`src/rtl/roll_sequencer.sv`:
```
// Dice-roll sequencer: button press -> timed LED shuffle with en strobes -> lockout.
// Define ROLL_DEBOUNCE_EN to insert a counter-based debounce filter on the button.
module roll_sequencer #(
  parameter int TICK_DIV        = 10_000_000,
  parameter int ROLL_TICKS      = 15,
  parameter int HOLD_TICKS      = 5,
  parameter int DEBOUNCE_CYCLES = 500_000
) (
  input  logic       clk,
  input  logic       reset,
  input  logic       button,
  output logic       en,
  output logic       tick,
  output logic [9:0] LED,
  output logic       busy,
  output logic [7:0] roll_count
);

  localparam int DIV_W    = $clog2(TICK_DIV);
  localparam int STEP_MAX = (ROLL_TICKS > HOLD_TICKS) ? ROLL_TICKS : HOLD_TICKS;
  localparam int STEP_W   = $clog2(STEP_MAX + 1);
  localparam logic [DIV_W-1:0]  DIV_LAST  = DIV_W'(TICK_DIV - 1);
  localparam logic [STEP_W-1:0] ROLL_LAST = STEP_W'(ROLL_TICKS - 1);
  localparam logic [STEP_W-1:0] HOLD_LAST = STEP_W'(HOLD_TICKS - 1);

  if (TICK_DIV < 2 || ROLL_TICKS < 1 || HOLD_TICKS < 1 || DEBOUNCE_CYCLES < 1) begin : g_bad_param
    $error("roll_sequencer: parameter out of range");
  end

  typedef enum logic [1:0] {IDLE, ROLL, HOLD} state_t;

  state_t            state_q, state_d;
  logic              sync1_q, sync1_d, sync2_q, sync2_d;
  logic [1:0]        vld_pipe_q, vld_pipe_d;
  logic              settled_q, settled_d;
  logic              prev_q, prev_d;
  logic [DIV_W-1:0]  div_q, div_d;
  logic [STEP_W-1:0] step_q, step_d;
  logic [9:0]        led_q, led_d;
  logic              en_q, en_d, tick_q, tick_d, busy_q, busy_d;
  logic [7:0]        rc_q, rc_d;
  logic              lvl_sync, lvl, press, tick_evt;

  // Input path. vld_pipe marks when the synchronizer holds real post-reset
  // samples; until the filtered level agrees with them the edge detector
  // stays parked at "pressed", so a button held through reset cannot fire.
  assign lvl_sync = ~sync2_q;

`ifdef ROLL_DEBOUNCE_EN
  localparam int DB_W = $clog2(DEBOUNCE_CYCLES + 1);
  localparam logic [DB_W-1:0] DB_LAST = DB_W'(DEBOUNCE_CYCLES - 1);
  logic            filt_q, filt_d;
  logic [DB_W-1:0] db_cnt_q, db_cnt_d;

  always_comb begin
    filt_d   = filt_q;
    db_cnt_d = '0;
    if (lvl_sync != filt_q) begin
      if (db_cnt_q == DB_LAST) filt_d = lvl_sync;
      else                     db_cnt_d = db_cnt_q + 1'b1;
    end
  end

  always_ff @(posedge clk) begin
    if (reset) begin
      filt_q   <= 1'b0;
      db_cnt_q <= '0;
    end else begin
      filt_q   <= filt_d;
      db_cnt_q <= db_cnt_d;
    end
  end

  assign lvl = filt_q;
  assign settled_d = settled_q | (vld_pipe_q[1] & (lvl_sync == filt_q));
`else
  assign lvl = lvl_sync;
  assign settled_d = settled_q | vld_pipe_q[1];
`endif

  always_comb begin
    sync1_d    = button;
    sync2_d    = sync1_q;
    vld_pipe_d = {vld_pipe_q[0], 1'b1};
    prev_d     = settled_q ? lvl : 1'b1;
  end

  assign press    = settled_q & lvl & ~prev_q;
  assign tick_evt = (div_q == DIV_LAST);

  always_comb begin
    state_d = state_q;
    step_d  = step_q;
    led_d   = led_q;
    rc_d    = rc_q;
    en_d    = 1'b0;
    tick_d  = tick_evt;
    div_d   = tick_evt ? '0 : div_q + 1'b1;
    unique case (state_q)
      IDLE: begin
        led_d = '0;
        if (press) begin
          state_d = ROLL;
          step_d  = '0;
          led_d   = 10'h001;
          div_d   = '0;
        end
      end
      ROLL: begin
        if (tick_evt) begin
          en_d  = 1'b1;
          led_d = {led_q[8:0], led_q[9]};
          if (step_q == ROLL_LAST) begin
            state_d = HOLD;
            step_d  = '0;
            led_d   = 10'h3FF;
            rc_d    = rc_q + 8'd1;
          end else begin
            step_d = step_q + 1'b1;
          end
        end
      end
      HOLD: begin
        led_d = 10'h3FF;
        if (tick_evt) begin
          if (step_q == HOLD_LAST) begin
            state_d = IDLE;
            step_d  = '0;
            led_d   = '0;
          end else begin
            step_d = step_q + 1'b1;
          end
        end
      end
      default: begin
        state_d = IDLE;
        led_d   = '0;
      end
    endcase
    busy_d = (state_d != IDLE);
  end

  always_ff @(posedge clk) begin
    if (reset) begin
      state_q    <= IDLE;
      sync1_q    <= 1'b1;
      sync2_q    <= 1'b1;
      vld_pipe_q <= '0;
      settled_q  <= 1'b0;
      prev_q     <= 1'b1;
      div_q      <= '0;
      step_q     <= '0;
      led_q      <= '0;
      en_q       <= 1'b0;
      tick_q     <= 1'b0;
      busy_q     <= 1'b0;
      rc_q       <= '0;
    end else begin
      state_q    <= state_d;
      sync1_q    <= sync1_d;
      sync2_q    <= sync2_d;
      vld_pipe_q <= vld_pipe_d;
      settled_q  <= settled_d;
      prev_q     <= prev_d;
      div_q      <= div_d;
      step_q     <= step_d;
      led_q      <= led_d;
      en_q       <= en_d;
      tick_q     <= tick_d;
      busy_q     <= busy_d;
      rc_q       <= rc_d;
    end
  end

  assign en         = en_q;
  assign tick       = tick_q;
  assign LED        = led_q;
  assign busy       = busy_q;
  assign roll_count = rc_q;

endmodule
```
`config.mk`:
```
export PLATFORM = sky130hd
export DESIGN_NAME = roll_sequencer
export DESIGN_NICKNAME = d
export VERILOG_FILES = /design/src/rtl/roll_sequencer.sv
export SDC_FILE = /design/constraint.sdc
export NUM_CORES = 1
export LEC_CHECK = 0
export CELL_PAD_IN_SITES_DETAIL_PLACEMENT = 1
export CELL_PAD_IN_SITES_GLOBAL_PLACEMENT = 1
export CORE_ASPECT_RATIO = 1.1
export CORE_MARGIN = 8
export CORE_UTILIZATION = 49
export CTS_BUF_LIST = sky130_fd_sc_hd__clkbuf_2 sky130_fd_sc_hd__clkbuf_4 sky130_fd_sc_hd__clkbuf_8
export DETAILED_ROUTE_END_ITERATION = 8
export PLACE_DENSITY_LB_ADDON = 0.1
export SETUP_SLACK_MARGIN = 0.2
export SKIP_LAST_GASP = 1
export SLEW_MARGIN = 0
export SYNTH_ARGS = -nofsm -noshare
export SYNTH_HDL_FRONTEND = slang
export SYNTH_SLANG_ARGS = --single-unit
```
`constraint.sdc`:
```
create_clock -name clk -period 3.3 [get_ports clk]
set_clock_uncertainty 0.05 [all_clocks]
set_input_delay 0.66 -clock clk [delete_from_list [all_inputs] [get_ports clk]]
set_output_delay 0.66 -clock clk [all_outputs]
set_load 0.01 [all_outputs]
```
# After elaboration in Yosys (flattened, before gate mapping)
# Cells that the tools add are included.
[totals]
regBits = 57
inputBits = 3
out_inout_bits = 21
elab_cells = 62
[classes]
add_sub_neg = 3
eq_ne = 8
muxes = 23
bitwise_logic = 7
reduce_logical = 7
[op_table]
columns = ["op", "n"]
rows = [
  ["two-way mux 24 bit", 3],
  ["two-way mux 10 bit", 4],
  ["one-hot mux 10 bit (3 select lines)", 1],
  ["adder 24 x 1 -> 24 bit, second input constant", 1],
  ["== test 24 bit, second input constant", 1],
  ["two-way mux 4 bit", 5],
  ["one-hot mux 4 bit (3 select lines)", 1],
  ["two-way mux 2 bit", 5],
  ["adder 8 x 1 -> 8 bit, second input constant", 1],
  ["inequality test 2 bit, second input constant", 3],
  ["one-hot mux 2 bit (3 select lines)", 1],
  ["adder 4 x 1 -> 4 bit, second input constant", 1],
  ["== test 4 x 3 -> 1 bit, second input constant", 1],
  ["== test 4 bit, second input constant", 1],
  ["inverter 1 bit", 4],
  ["AND reduction 4 bit", 1],
  ["OR reduction 2 bit", 2],
  ["two-way mux 1 bit", 3],
  ["AND reduction 3 bit", 1],
  ["nonzero test 3 bit", 1],
  ["bitwise AND 1 bit", 2],
  ["== test 2 x 1 -> 1 bit, second input constant", 1],
  ["== test 2 bit, second input constant", 1],
  ["logical NOT 2 bit", 1],
  ["2 further kinds", 2],
]

# Longest topological paths before layout
[logic_depth]
depth_word = 6
depth_mapped = 9
depth_no_buf = 7

# Least setup slack after synthesis
# No wires, ideal clock.
[synth_timing]
kind = "register to register"
from = "register div_q[8]"
to = "register led_q[9], in the netlist LED[9]"
setup_time_ps = 139
arrival_ps = 2111
required_ps = 3111
setup_slack_ps = 1000
stages_incl_launch_ff = 9
path_buffers = 3
period_less_slack_ps = 2300
path_cell_list = "dfxtp_1 > or4_1 > or4_1 > buf_2 > or2_1 > buf_2 > buf_6 > a31oi_1 > a221oi_1"
[synth_via]
elab_chain_len = 3
elab_cells_between_ends = 4
cone_classes = "eq/ne (2); mux (2)"
[synth_rtl]
columns = ["element", "line_no", "source"]
rows = [
  ["start, declared", "37", "logic [DIV_W-1:0] div_q, div_d;"],
  ["start signal, assigned", "165", "div_q <= div_d;"],
  ["== test 24 bit *", "89", "assign tick_evt = (div_q == DIV_LAST);"],
  ["two-way mux 10 bit", "125", "if (tick_evt) begin"],
  ["one-hot mux 10 bit (3 select lines)", "99", "unique case (state_q)"],
  ["end signal, assigned", "167", "led_q <= led_d;"],
  ["end, declared", "39", "logic [9:0] led_q, led_d;"],
]
# Mark *: on every way between the ends. The rest lies on a longest branch, timed or not.
# A chain may end at the register's enable or synchronous reset.

# Worst setup path after layout
# Ends and elaborated chain as after synthesis.

==> flow_summary_export.csv <==
group,metric,value,unit
floorplan,core_area,5430,um2
cts,cts_resized,0,
setup_path,critical_path_class,"register to register",
setup_path,required,3.45,ns
cts,post_cts_buffers,0,
cts,cts_made_buffers,9,
cts,cts_tree,"yes",
cts,clock_latency,0.34,ns
floorplan,rows,28,
sta,setup_slack,0.527,ns
floorplan,die_area,8320,um2
place,dp_worst_setup_slack,0.528,ns
sta,slew_headroom,49.4,%
hold_path,holdCritPathClass,"register to register",
synth,synth_area,2770,um2
grt,grt_busiest_layer,"met2",
synth,syn-num-nets,319,
floorplan,fp.dieH,94.9,um
grt,grt_max_degree,28,
synth,synth_seq_cells,57,
power_and_ir_drop,p_leak,1.08,nW
detailed_routing,drt_pre_antenna_iters,4,
synth,syn_inst,307,
place,gp_congestion,0.780,
status,status,"finished clean",
detailed_routing,drc,0,
cells_and_area,drive_gt1_share,9.82,%
sta,post-route-min-period,2.77,ns
place,io_buffers,23,
synth,synthArstFlopShare,0,%
grt,antenna_found_initial,0,
cts,ctsHoldBuffers,0,
cells_and_area,areaGrowthSynthToFinish,15.2,%
detailed_routing,wl_per_cell,16.5,um
cells_and_area,antenna_cells,0,
synth,synth_edf_count,0,
grt,grtUsageTotal,17.8,%
grt,grt_pass1_wl,11.7,mm
cts,cts_buffer_depth,2,
synth,synthDistinctLibCells,53,
run,maxCapViolCount,0,
synth,ys_seq_area_share,41.2,%
cts,clock_sinks,57,
cells_and_area,fin_nets,343,
synth,synthTopCellsByArea,"dfxtp_1 41%, xnor2_1 5.4%, nor2_1 5.3%",
floorplan,die_w,87.7,um
sta,finalSetupTns,0,ns
synth,synth_top_area_share,41.2,%
detailed_routing,drt-total-wl,6.79,mm
floorplan,initial_core_util,51.0,%
detailed_routing,drtIter0Drc,93,
synth,synthFlopType,"dfxtp_1",
power_and_ir_drop,ir_drop,0.261,mV
synth,synth.avg_cell_area,9.03,um2
cts,path_clk_slew,0.06,ns
grt,met3_usage,4.52,%
detailed_routing,via_count,2349,
setup_path,crit_path_max_fanout,22,
detailed_routing,routed_via_density,5.72,
sta,max_freq,361,MHz
grt,grt_pass1_vias,2437,
sta,period_share,84.0,%
grt,use_met2,30.7,%
setup_path,worstPathArrival,2.92,ns
sta,rsz0062_at_grt,"false",
power_and_ir_drop,power.density,404,nW/um2
sta,final_max_slew_viol_count,0,
detailed_routing,drt.antenna.violating_nets,0,
cts,h-tree-depth,3,
grt,overflow,0,
sta,worst_slew_pin_slew,0.752,ns
grt,grt_use_met1,20.2,%
sta,setup_viol,0,
floorplan,ioPinCount,24,
synth,yosys_warnings,0,
cts,root_buffer,"clkbuf_8",
setup_path,start_kind,"register",
synth,synth_largest_area_cell,"dfxtp_1",
sta,report.final.hold_viol_count,0,
place,hpwlAfterDp,4.80,mm
setup_path,cp-end-kind,"register",
## logic make-up (layout without fill, tap and decap cells)
group                    Yosys count  count (layout)  synth area share [%]
adder cells (fa/ha/maj)            9               9                  4.06
AND/OR/NAND/NOR                  141             141                  28.3
AO/OA/AOI/OAI                     51              51                  13.8
buffers and inverters             24              53                  4.83
flip-flops                        57              57                  41.2
XOR/XNOR                          25              25                  7.90
## through the flow
stage	std cells	power, W	hold slack [ns]	instance area [um2]	utilization [%]
finish	411	0.00129	0.351	3190	58.8
global placement	395	0.000741	0.324	3030	55.7
detailed placement	395	0.000742	0.345	3030	55.7
floorplan	307	0.000735	0.318	2770	-
CTS	411	0.00131	0.360	3190	58.8
global route	411	0.00134	0.368	3190	58.8
## cell type report
| class | instances | area, um2 |
|---|---|---|
| sequential | 57 | 1140 |
| tap | 75 | 93.8 |
| clock inverter | 4 | 20.0 |
| clock buffer | 12 | 146 |
| fill | 654 | 2240 |
| inverter | 11 | 41.3 |
| timing repair buffer | 26 | 253 |
| multi-input combinational | 226 | 1500 |
## state kept, by name (all words and copies together), names as in the netlist
signal,flops
busy,1
div_q,24
tick,1
roll_count,8
LED,10
state_q,2
en,1
sync1_q,1
prev_q,1
settled_q,1
vld_pipe_q,2
sync2_q,1
step_q,4
## final timing paths
check | endpoint | cells past startpoint | startpoint | slack, ns
max | LED[9] | 5 | div_q[8] | 0.53
min | prev_q | 1 | sync2_q | 0.35
max reg2reg | LED[9] | 5 | div_q[8] | 0.53
min reg2reg | prev_q | 1 | sync2_q | 0.35
## power by group
group / total, W / internal, W / switching [W]
Sequential: 0.000701 / 0.000695 / 0.00000558
Combinational: 0.0000264 / 0.00000969 / 0.0000168
Clock: 0.000561 / 0.000292 / 0.000269
Total: 0.00129 / 0.000997 / 0.000291
## metal layers
layer	wire, um	vias to the layer above	share of wire [%]
met1	3070	1138	45
li1	-	1170	-
met4	129	0	1.9
met5	0	-	0
met2	3400	29	50
met3	194	12	2.9
## cell usage after synthesis (all sizes together) (2+ instances only)
library cell and number:
buf 9, nor3 7, inv 11, and3 9, or3 2, nor3b 2, o32ai 2, or4 5
nand4 10, nor2 39, dfxtp 57, nand2 15, clkbuf 4, o211a 2, and4 3, nand3 21
ha 9, a31oi 9, or2 4, nand3b 2, o31ai 3, xor2 8, nor4 8, and2 5
xnor2 17, o21a 2, a221oi 9, a21oi 10, o21ai 8, or4bb 3
## worst max-delay path: stages (launching register included)
cell	delay [ns]
dfxtp_1	0.34
or4_1	0.55
or4_1	0.59
or2_1	0.57
o22ai_4	0.41
a221oi_1	0.13
## placed cells by master (no fill, tap or decap), drive strengths merged, types with 9 or more instances in the layout
cell type	n
inv	11
ha	9
clkbuf	12
nand3	21
a21oi	10
nor2	39
nand4	10
nand2	15
a221oi	9
clkdlybuf4s50	23
xnor2	17
dfxtp	57
and3	9
a31oi	9
No activity file was read; power rests on OpenSTA's default activity.
